### src/rtl/tx_byte_queue.sv
// Byte queue that serialises 1..WORD_BYTES-byte pushes, MSB first, onto a byte stream.
// Optional macro TXQ_DROP_ON_FULL_EN: drop bytes while full and flag overflow.
module tx_byte_queue #(
    parameter int unsigned DEPTH      = 512,
    parameter int unsigned WORD_BYTES = 4,
    parameter int unsigned LOG_DEPTH  = $clog2(DEPTH)
) (
    input  logic                              CLK,
    input  logic                              INITIALIZE,
    input  logic                              push_valid,
    output logic                              push_ready,
    input  logic [8*WORD_BYTES-1:0]           push_data,
    input  logic [$clog2(WORD_BYTES+1)-1:0]   push_len,
    output logic                              tx_valid,
    input  logic                              tx_ready,
    output logic [7:0]                        tx_data,
    output logic [LOG_DEPTH:0]                count,
    output logic                              empty,
    output logic                              full,
    output logic                              overflow
);

    localparam int unsigned LenW = $clog2(WORD_BYTES + 1);
    localparam int unsigned CntW = LOG_DEPTH + 1;
    localparam logic [LenW-1:0] MaxLen   = LenW'(WORD_BYTES);
    localparam logic [LenW-1:0] LenOne   = LenW'(1);
    localparam logic [CntW-1:0] DepthCnt = CntW'(DEPTH);
    localparam logic [CntW-1:0] CntOne   = CntW'(1);
    localparam logic [LOG_DEPTH-1:0] PtrOne = LOG_DEPTH'(1);

    if ((DEPTH & (DEPTH - 1)) != 0 || DEPTH < 2 * WORD_BYTES) begin : gen_bad_depth
        $error("tx_byte_queue: DEPTH must be a power of two and at least 2*WORD_BYTES");
    end
    if ((WORD_BYTES & (WORD_BYTES - 1)) != 0 || WORD_BYTES < 1 || WORD_BYTES > 8)
    begin : gen_bad_word
        $error("tx_byte_queue: WORD_BYTES must be a power of two in 1..8");
    end

    typedef enum logic [0:0] {StIdle, StWrite} state_e;

    state_e                  state_q, state_d;
    logic [LOG_DEPTH-1:0]    wr_ptr_q, wr_ptr_d;
    logic [LOG_DEPTH-1:0]    rd_ptr_q, rd_ptr_d;
    logic [CntW-1:0]         count_q, count_d;
    logic [8*WORD_BYTES-1:0] stage_q, stage_d;
    logic [LenW-1:0]         rem_q, rem_d;
    logic [7:0]              mem_q [DEPTH];

    logic [LenW-1:0] len_c;
    logic [7:0]      first_byte;
    logic [7:0]      stage_byte;
    logic [7:0]      wr_byte;
    logic            produce;
    logic            wr_en;
    logic            pop;
    logic            full_c;
    logic            empty_c;
`ifdef TXQ_DROP_ON_FULL_EN
    logic            drop;
    logic            overflow_q;
`endif

    assign full_c  = (count_q == DepthCnt);
    assign empty_c = (count_q == '0);

    always_comb begin
        len_c = (push_len > MaxLen) ? MaxLen : push_len;
    end

    // Byte index L-1 of the incoming word and index rem-1 of the staged word go out next.
    always_comb begin
        first_byte = '0;
        stage_byte = '0;
        for (int unsigned i = 0; i < WORD_BYTES; i++) begin
            if (len_c == LenW'(i + 1)) begin
                first_byte = push_data[8*i +: 8];
            end
            if (rem_q == LenW'(i + 1)) begin
                stage_byte = stage_q[8*i +: 8];
            end
        end
    end

    always_comb begin
        state_d    = state_q;
        stage_d    = stage_q;
        rem_d      = rem_q;
        push_ready = 1'b0;
        produce    = 1'b0;
        wr_byte    = stage_byte;
        unique case (state_q)
            StIdle: begin
`ifdef TXQ_DROP_ON_FULL_EN
                push_ready = 1'b1;
`else
                push_ready = !full_c;
`endif
                if (push_valid && push_ready && (len_c != '0)) begin
                    produce = 1'b1;
                    wr_byte = first_byte;
                    stage_d = push_data;
                    rem_d   = len_c - LenOne;
                    if (len_c > LenOne) begin
                        state_d = StWrite;
                    end
                end
            end
            StWrite: begin
`ifdef TXQ_DROP_ON_FULL_EN
                produce = 1'b1;
`else
                produce = !full_c;
`endif
                if (produce) begin
                    rem_d = rem_q - LenOne;
                    if (rem_q == LenOne) begin
                        state_d = StIdle;
                    end
                end
            end
            default: state_d = StIdle;
        endcase
    end

    // A produced byte only lands in the array when there is room for it.
    assign wr_en = produce && !full_c;
    assign pop   = !empty_c && tx_ready;
`ifdef TXQ_DROP_ON_FULL_EN
    assign drop  = produce && full_c;
`endif

    always_comb begin
        wr_ptr_d = wr_ptr_q;
        rd_ptr_d = rd_ptr_q;
        count_d  = count_q;
        if (wr_en) begin
            wr_ptr_d = wr_ptr_q + PtrOne;
        end
        if (pop) begin
            rd_ptr_d = rd_ptr_q + PtrOne;
        end
        unique case ({wr_en, pop})
            2'b10:   count_d = count_q + CntOne;
            2'b01:   count_d = count_q - CntOne;
            default: count_d = count_q;
        endcase
    end

    always_ff @(posedge CLK or posedge INITIALIZE) begin
        if (INITIALIZE) begin
            state_q  <= StIdle;
            wr_ptr_q <= '0;
            rd_ptr_q <= '0;
            count_q  <= '0;
            stage_q  <= '0;
            rem_q    <= '0;
        end else begin
            state_q  <= state_d;
            wr_ptr_q <= wr_ptr_d;
            rd_ptr_q <= rd_ptr_d;
            count_q  <= count_d;
            stage_q  <= stage_d;
            rem_q    <= rem_d;
        end
    end

    // Storage is deliberately not reset.
    always_ff @(posedge CLK) begin
        if (wr_en) begin
            mem_q[wr_ptr_q] <= wr_byte;
        end
    end

`ifdef TXQ_DROP_ON_FULL_EN
    always_ff @(posedge CLK or posedge INITIALIZE) begin
        if (INITIALIZE) begin
            overflow_q <= 1'b0;
        end else if (drop) begin
            overflow_q <= 1'b1;
        end
    end
    assign overflow = overflow_q;
`else
    assign overflow = 1'b0;
`endif

    assign tx_valid = !empty_c;
    assign tx_data  = mem_q[rd_ptr_q];
    assign count    = count_q;
    assign empty    = empty_c;
    assign full     = full_c;

endmodule

### config.mk
export PLATFORM = sky130hd
export DESIGN_NAME = tx_byte_queue
export DESIGN_NICKNAME = d
export VERILOG_FILES = /design/src/rtl/tx_byte_queue.sv
export SDC_FILE = /design/constraint.sdc
export NUM_CORES = 2
export LEC_CHECK = 0
export CORE_ASPECT_RATIO = 0.5
export CORE_MARGIN = 1
export CORE_UTILIZATION = 30
export CTS_BUF_LIST = sky130_fd_sc_hd__clkbuf_4 sky130_fd_sc_hd__clkbuf_8
export CTS_CLUSTER_DIAMETER = 200
export DETAILED_ROUTE_END_ITERATION = 8
export GPL_ROUTABILITY_DRIVEN = 0
export PLACE_DENSITY = 0.43
export REMOVE_ABC_BUFFERS = 1
export SETUP_SLACK_MARGIN = 0.3
export SYNTH_ARGS = -nofsm -noshare
export SYNTH_HDL_FRONTEND = slang
export SYNTH_SLANG_ARGS = --single-unit
### constraint.sdc
create_clock -name CLK -period 11.2 [get_ports CLK]
set_clock_uncertainty 0.1 [all_clocks]
set_input_delay 1.12 -clock CLK [delete_from_list [all_inputs] [get_ports CLK]]
set_output_delay 1.12 -clock CLK [all_outputs]
set_load 0.01 [all_outputs]
; Word-level counts from Yosys, hierarchy flattened
; Memories as Yosys holds them, arrays and structs flattened.
; Cells that the tools add are included.
[word_totals]
regBits = 64
ramBits = 4096
output_inout_bits = 23
elab_cells = 65
n_memories = 1
[op_classes]
add_sub_neg = 6
order_cmp = 2
eq_ne = 13
muxes = 25
bitwise = 1
n_reduce_logical = 11
[mem_list]
columns = memory, depth, width, rd, rd_clocked_by_memory_dff, write_ports, line
row1 = mem_q, 512, 8, 1, 0, 1, 47  ; logic [7:0] mem_q [DEPTH];
[ops]
columns = cell, n
row1 = 8-bit 2-to-1 mux, 10
row2 = 10-bit one-hot mux with 2 select lines, 1
row3 = "9-bit by 1-bit adder with 9-bit output, second input constant", 2
row4 = "3-bit by 2-bit == test with 1-bit output, second input constant", 4
row5 = "10-bit by 1-bit adder with 10-bit output, second input constant", 1
row6 = "10-bit == test, second input constant", 1
row7 = 10-bit logical NOT, 1
row8 = "10-bit by 1-bit subtractor with 10-bit output, second input constant", 1
row9 = 3-bit 2-to-1 mux, 3
row10 = 1-bit 2-to-1 mux, 8
row11 = "3-bit by 1-bit == test with 1-bit output, second input constant", 2
row12 = "3-bit == test, second input constant", 2
row13 = 3-bit one-hot mux with 2 select lines, 1
row14 = "3-bit by 1-bit subtractor with 3-bit output, second input constant", 2
row15 = 1-bit logical AND, 4
row16 = "2-bit != test, second input constant", 2
row17 = 1-bit one-hot mux with 2 select lines, 2
row18 = 2-bit AND reduction, 2
row19 = "3-bit by 1-bit > comparator with 1-bit output, second input constant", 1
row20 = "3-bit > comparator, second input constant", 1
row21 = 3-bit nonzero test, 1
row22 = "2-bit by 1-bit == test with 1-bit output, second input constant", 1
row23 = "2-bit == test, second input constant", 1
row24 = 1-bit logical NOT, 2
row25 = 2 further kinds, 2

; Longest topological paths before layout
[logic_depth]
word_depth = 9
ltp_mapped = 18

; Least setup slack after synthesis
; No wires, ideal clock.
[synth_timing]
path_type = input -> register
startpoint = input port push_len[2]
endpoint = memory mem_q[0][0], data pin
setup_ns = 1.500
t_arrival_ns = 8.650
required_time_ns = 9.600
slack_ns = 0.950
path_stages = 9
cell_sequence = inv_1 > nand2_1 > ha_1 > a21boi_0 > nand2_1 > buf_2 > buf_1 > o211ai_1 > o21a_1
[synth_between]
elab_chain_len = 9
elab_cells_between_ends = 14
cone_classes = 1 x order compare / 4 x eq/ne / 7 x mux / 2 x reduce/logical
[synth_lines]
columns = element, line
row1 = start: declaration, 13  ; input logic [$clog2(WORD_BYTES+1)-1:0] push_len,
row2 = 3-bit > comparator, 67  ; len_c = (push_len > MaxLen) ? MaxLen : push_len;
row3 = 3-bit 2-to-1 mux *, 67
row4 = 3-bit by 1-bit == test with 1-bit output, 75  ; if (len_c == LenW'(i + 1)) begin
row5 = 8-bit 2-to-1 mux (4 in a row), 75
row6 = 8-bit 2-to-1 mux *, 98  ; if (push_valid && push_ready && (len_c != '0)) begin
row7 = 8-bit 2-to-1 mux *, 91  ; unique case (state_q)
row8 = net wr_byte[0], 52  ; logic [7:0] wr_byte;
row9 = end: declaration, 47
; Mark *: on every way through the listed nets, which the timed path passes. The rest lies on a longest branch.

; Final worst setup path
[layout_timing]
startpoint = register rd_ptr_q[0]
endpoint = output port tx_data[5]
[layout_between]
elab_chain_len = 1
[layout_lines]
columns = element, line
row1 = start: declaration, 43  ; logic [LOG_DEPTH-1:0] rd_ptr_q, rd_ptr_d;
row2 = start signal: assignment, 160  ; rd_ptr_q <= rd_ptr_d;
row3 = memory 512 x 8 bit, n/a
row4 = end: declaration, 16  ; output logic [7:0] tx_data,
; Every way passes these cells.

==> results.py <==
metrics = {
    "status": {
        "outcome": "completed",
    },
    "floorplanning": {
        "start_util": 0.302,
        "die_x_mm": 1.04,
        "num_rows": 190,
        "io_pins": 62,
        "core_area_um2": 538000,
        "fp.dieH_um": 522,
        "die-area_um2": 544000,
    },
    "yosys": {
        "synthCells": 7785,
        "synth_seq_cells": 4160,
        "synth_largest_area_cell": "edfxtp_1",
        "avgSynthCellArea_um2": 20.9,
        "yosysTopAreaCellShare": 0.757,
        "yosysWarnings": 0,
        "synth-edff-count": 4096,
        "synthTopCellsByArea": "edfxtp_1 (76%), mux4_2 (14%), nor2_1 (1.4%)",
        "ys_seq_area_frac": 0.767,
        "synth-main-ff-cell": "edfxtp_1",
        "ys_async_sr_fraction": 0.0154,
        "syn_area_um2": 162000,
        "ys_types": 83,
    },
    "timing": {
        "max_freq_mhz": 111,
        "hold_viol_final": 0,
        "rsz0062_at_grt": "false",
        "maxSlewHeadroom": 0.0795,
        "fin_crit_ns": 9.00,
        "final.setup.tns_ns": 0,
        "finalCritPeriodShare": 0.804,
        "setup_viol": 0,
        "tightest_slew_ns": 1.37,
        "finalMaxSlewViolations": 0,
    },
    "routing": {
        "finalWirelength_mm": 550,
        "vias": 83400,
        "routed_via_density": 5.24,
        "drc": 0,
        "drt-initial-drc-count": 9874,
        "postRouteAntennaNets": 0,
        "wl_per_cell_um": 34.5,
        "drt_first_pass_iters": 6,
    },
    "setup_path": {
        "path_max_fanout": 58,
        "ff2ff_setup_slack_ns": 5.49,
        "slowest_stage": "nor4_1",
        "critical_path.top_delay_family": "buffers and inverters",
        "cp_num_buf_inv": 3,
        "end_kind": "primary output",
        "required_ns": 9.98,
        "crit_top_cell": "a41oi_1",
        "critPathKind": "register to primary output",
        "startpoint_type": "register",
        "critPathMaxStageDelay_ns": 1.28,
        "crit_chain": "buf_12 -> buf_4 -> mux4_2 -> mux2_2 -> o2111ai_1 -> a41oi_1 -> nor4_1 -> a41oi_1 -> clkdlybuf4s50_1",
        "cp.arrival_ns": 7.78,
    },
    "clock_network": {
        "clockRootBuffer": "clkbuf_8",
        "cts_resized": 0,
        "clkSinkCount": 4160,
        "cts_hold_buf": 0,
        "cts_tree": "built",
        "cts_buffer_depth": 4,
        "clk_latency_ns": 1.25,
        "path_clk_slew_ns": 0.07,
        "numCtsBuffers": 643,
        "htreeDepth": 6,
        "post_cts.repair.setup_buffers": 0,
    },
    "place": {
        "dp_hpwl_mm": 353,
        "io_buffers": 60,
        "postPlaceCellArea_um2": 172000,
    },
    "cells_and_area": {
        "design_area_um2": 184000,
        "final_nets": 8307,
        "postLayoutCoreUtil": 0.343,
        "fill_cells": 50300,
        "drive_gt1_frac": 0.270,
        "area_delta_synth_final_pct": 13.5,
    },
    "grt": {
        "grt_pass1_wl_mm": 744,
        "gr-total-overflow": 0,
        "antenna_found_initial": 45,
        "grt_max_degree": 173,
        "first_global_vias": 83900,
        "grt_util_all_layers": 0.197,
    },
    "flow_run": {
        "drv_cap": 0,
    },
    "pwr": {
        "finalPower_mw": 50.3,
        "p_leak_nw": 56.8,
        "ir_drop_mv": 0.239,
        "pwr_density_cell_nw_per_um2": 273,
    },
    "min_path": {
        "min_path_type": "primary input to asynchronous set/reset pin",
    },
}
[metal layers]
metal | part of all wire | up-vias | wire length [µm] | GRT usage
li1 | - | 33300 | - | -
met1 | 0.44 | 45900 | 244000 | 0.283
met2 | 0.45 | 3423 | 247000 | 0.302
met3 | 0.078 | 777 | 43000 | 0.0443
met4 | 0.029 | 10 | 16100 | 0.0556
met5 | 0.00014 | - | 78 | 0
[cell families after synthesis]
kind of cell,synth area share
flip-flops,0.767
AND/OR/NAND/NOR,0.0340
multiplexers,0.153
AO/OA/AOI/OAI,0.0252
buffers and inverters,0.0171
adder cells (fa/ha/maj),0.00197
XOR/XNOR,0.00135
other,0.0000231
[registers in the layout, indices dropped and copies added, names as in the netlist]
signal and cells:
wr_ptr_q 9, state_q 1, mem_q 4096, stage_q 32
count 10, rd_ptr_q 9, rem_q 3
[layout by cell type, fill, tap and decap left out, drive strengths merged, types with 54 or more instances in the layout]
cell and count:
nor2 619, clkbuf 895, a22oi 135, dfrtp 64, clkinv 172, nand2 279
mux2i 204, nand3 118, mux4 989, a21oi 109, edfxtp 4096, buf 230
clkdlybuf4s50 60, o21ai 54
[through the flow]
stage / hold slack, ns / cells / worst slack, ns
detailed placement: 0.393 / 14800 / 3.51
global placement: 0.390 / 14800 / 3.47
global route: 0.228 / 15900 / 2.08
floorplan: 0.379 / 7308 / -35.84
finish: 0.236 / 15900 / 2.20
CTS: 0.107 / 15900 / 2.09
[power by group]
| group | switching (mW) | internal, mW |
|---|---|---|
| logic | 11.8 | 4.82 |
| clock network | 6.27 | 6.44 |
| registers | 0.314 | 20.7 |
| total | 18.3 | 32.0 |
[final cells by class]
type | count | area [µm²] | share of cell area
clock buffer | 895 | 10800 | 0.0586
antenna | 17 | 42.5 | 0.000231
clock inverter | 222 | 1420 | 0.00771
timing repair buffer | 290 | 2780 | 0.0151
multi-input combinational | 3129 | 35600 | 0.193
inverter | 19 | 82.6 | 0.000448
sequential | 4160 | 125000 | 0.676
tap | 7200 | 9010 | 0.0489
[path summary, 6_finish.rpt]
kind                             start       endpoint  depth (start not counted)
max in group asynchronous   INITIALIZE       count[5]                          3
hold reg to reg             stage_q[3]     stage_q[3]                          1
setup / recovery           rd_ptr_q[0]     tx_data[5]                          9
hold / removal              INITIALIZE        state_q                          2
min in group CLK            stage_q[3]     stage_q[3]                          1
setup reg to reg              count[2]  mem_q[372][0]                          9
[Yosys cell counts (56+ instances only)]
library cell and number:
nand3_1 118, mux4_2 989, nor2_1 618, a22oi_1 135, mux2i_1 204, nand2_1 279
a21oi_1 109, buf_6 56, dfrtp_1 64, buf_4 59, clkbuf_1 184, edfxtp_1 4096
buf_2 151
Note: power is estimated with default switching activity, not from simulation.
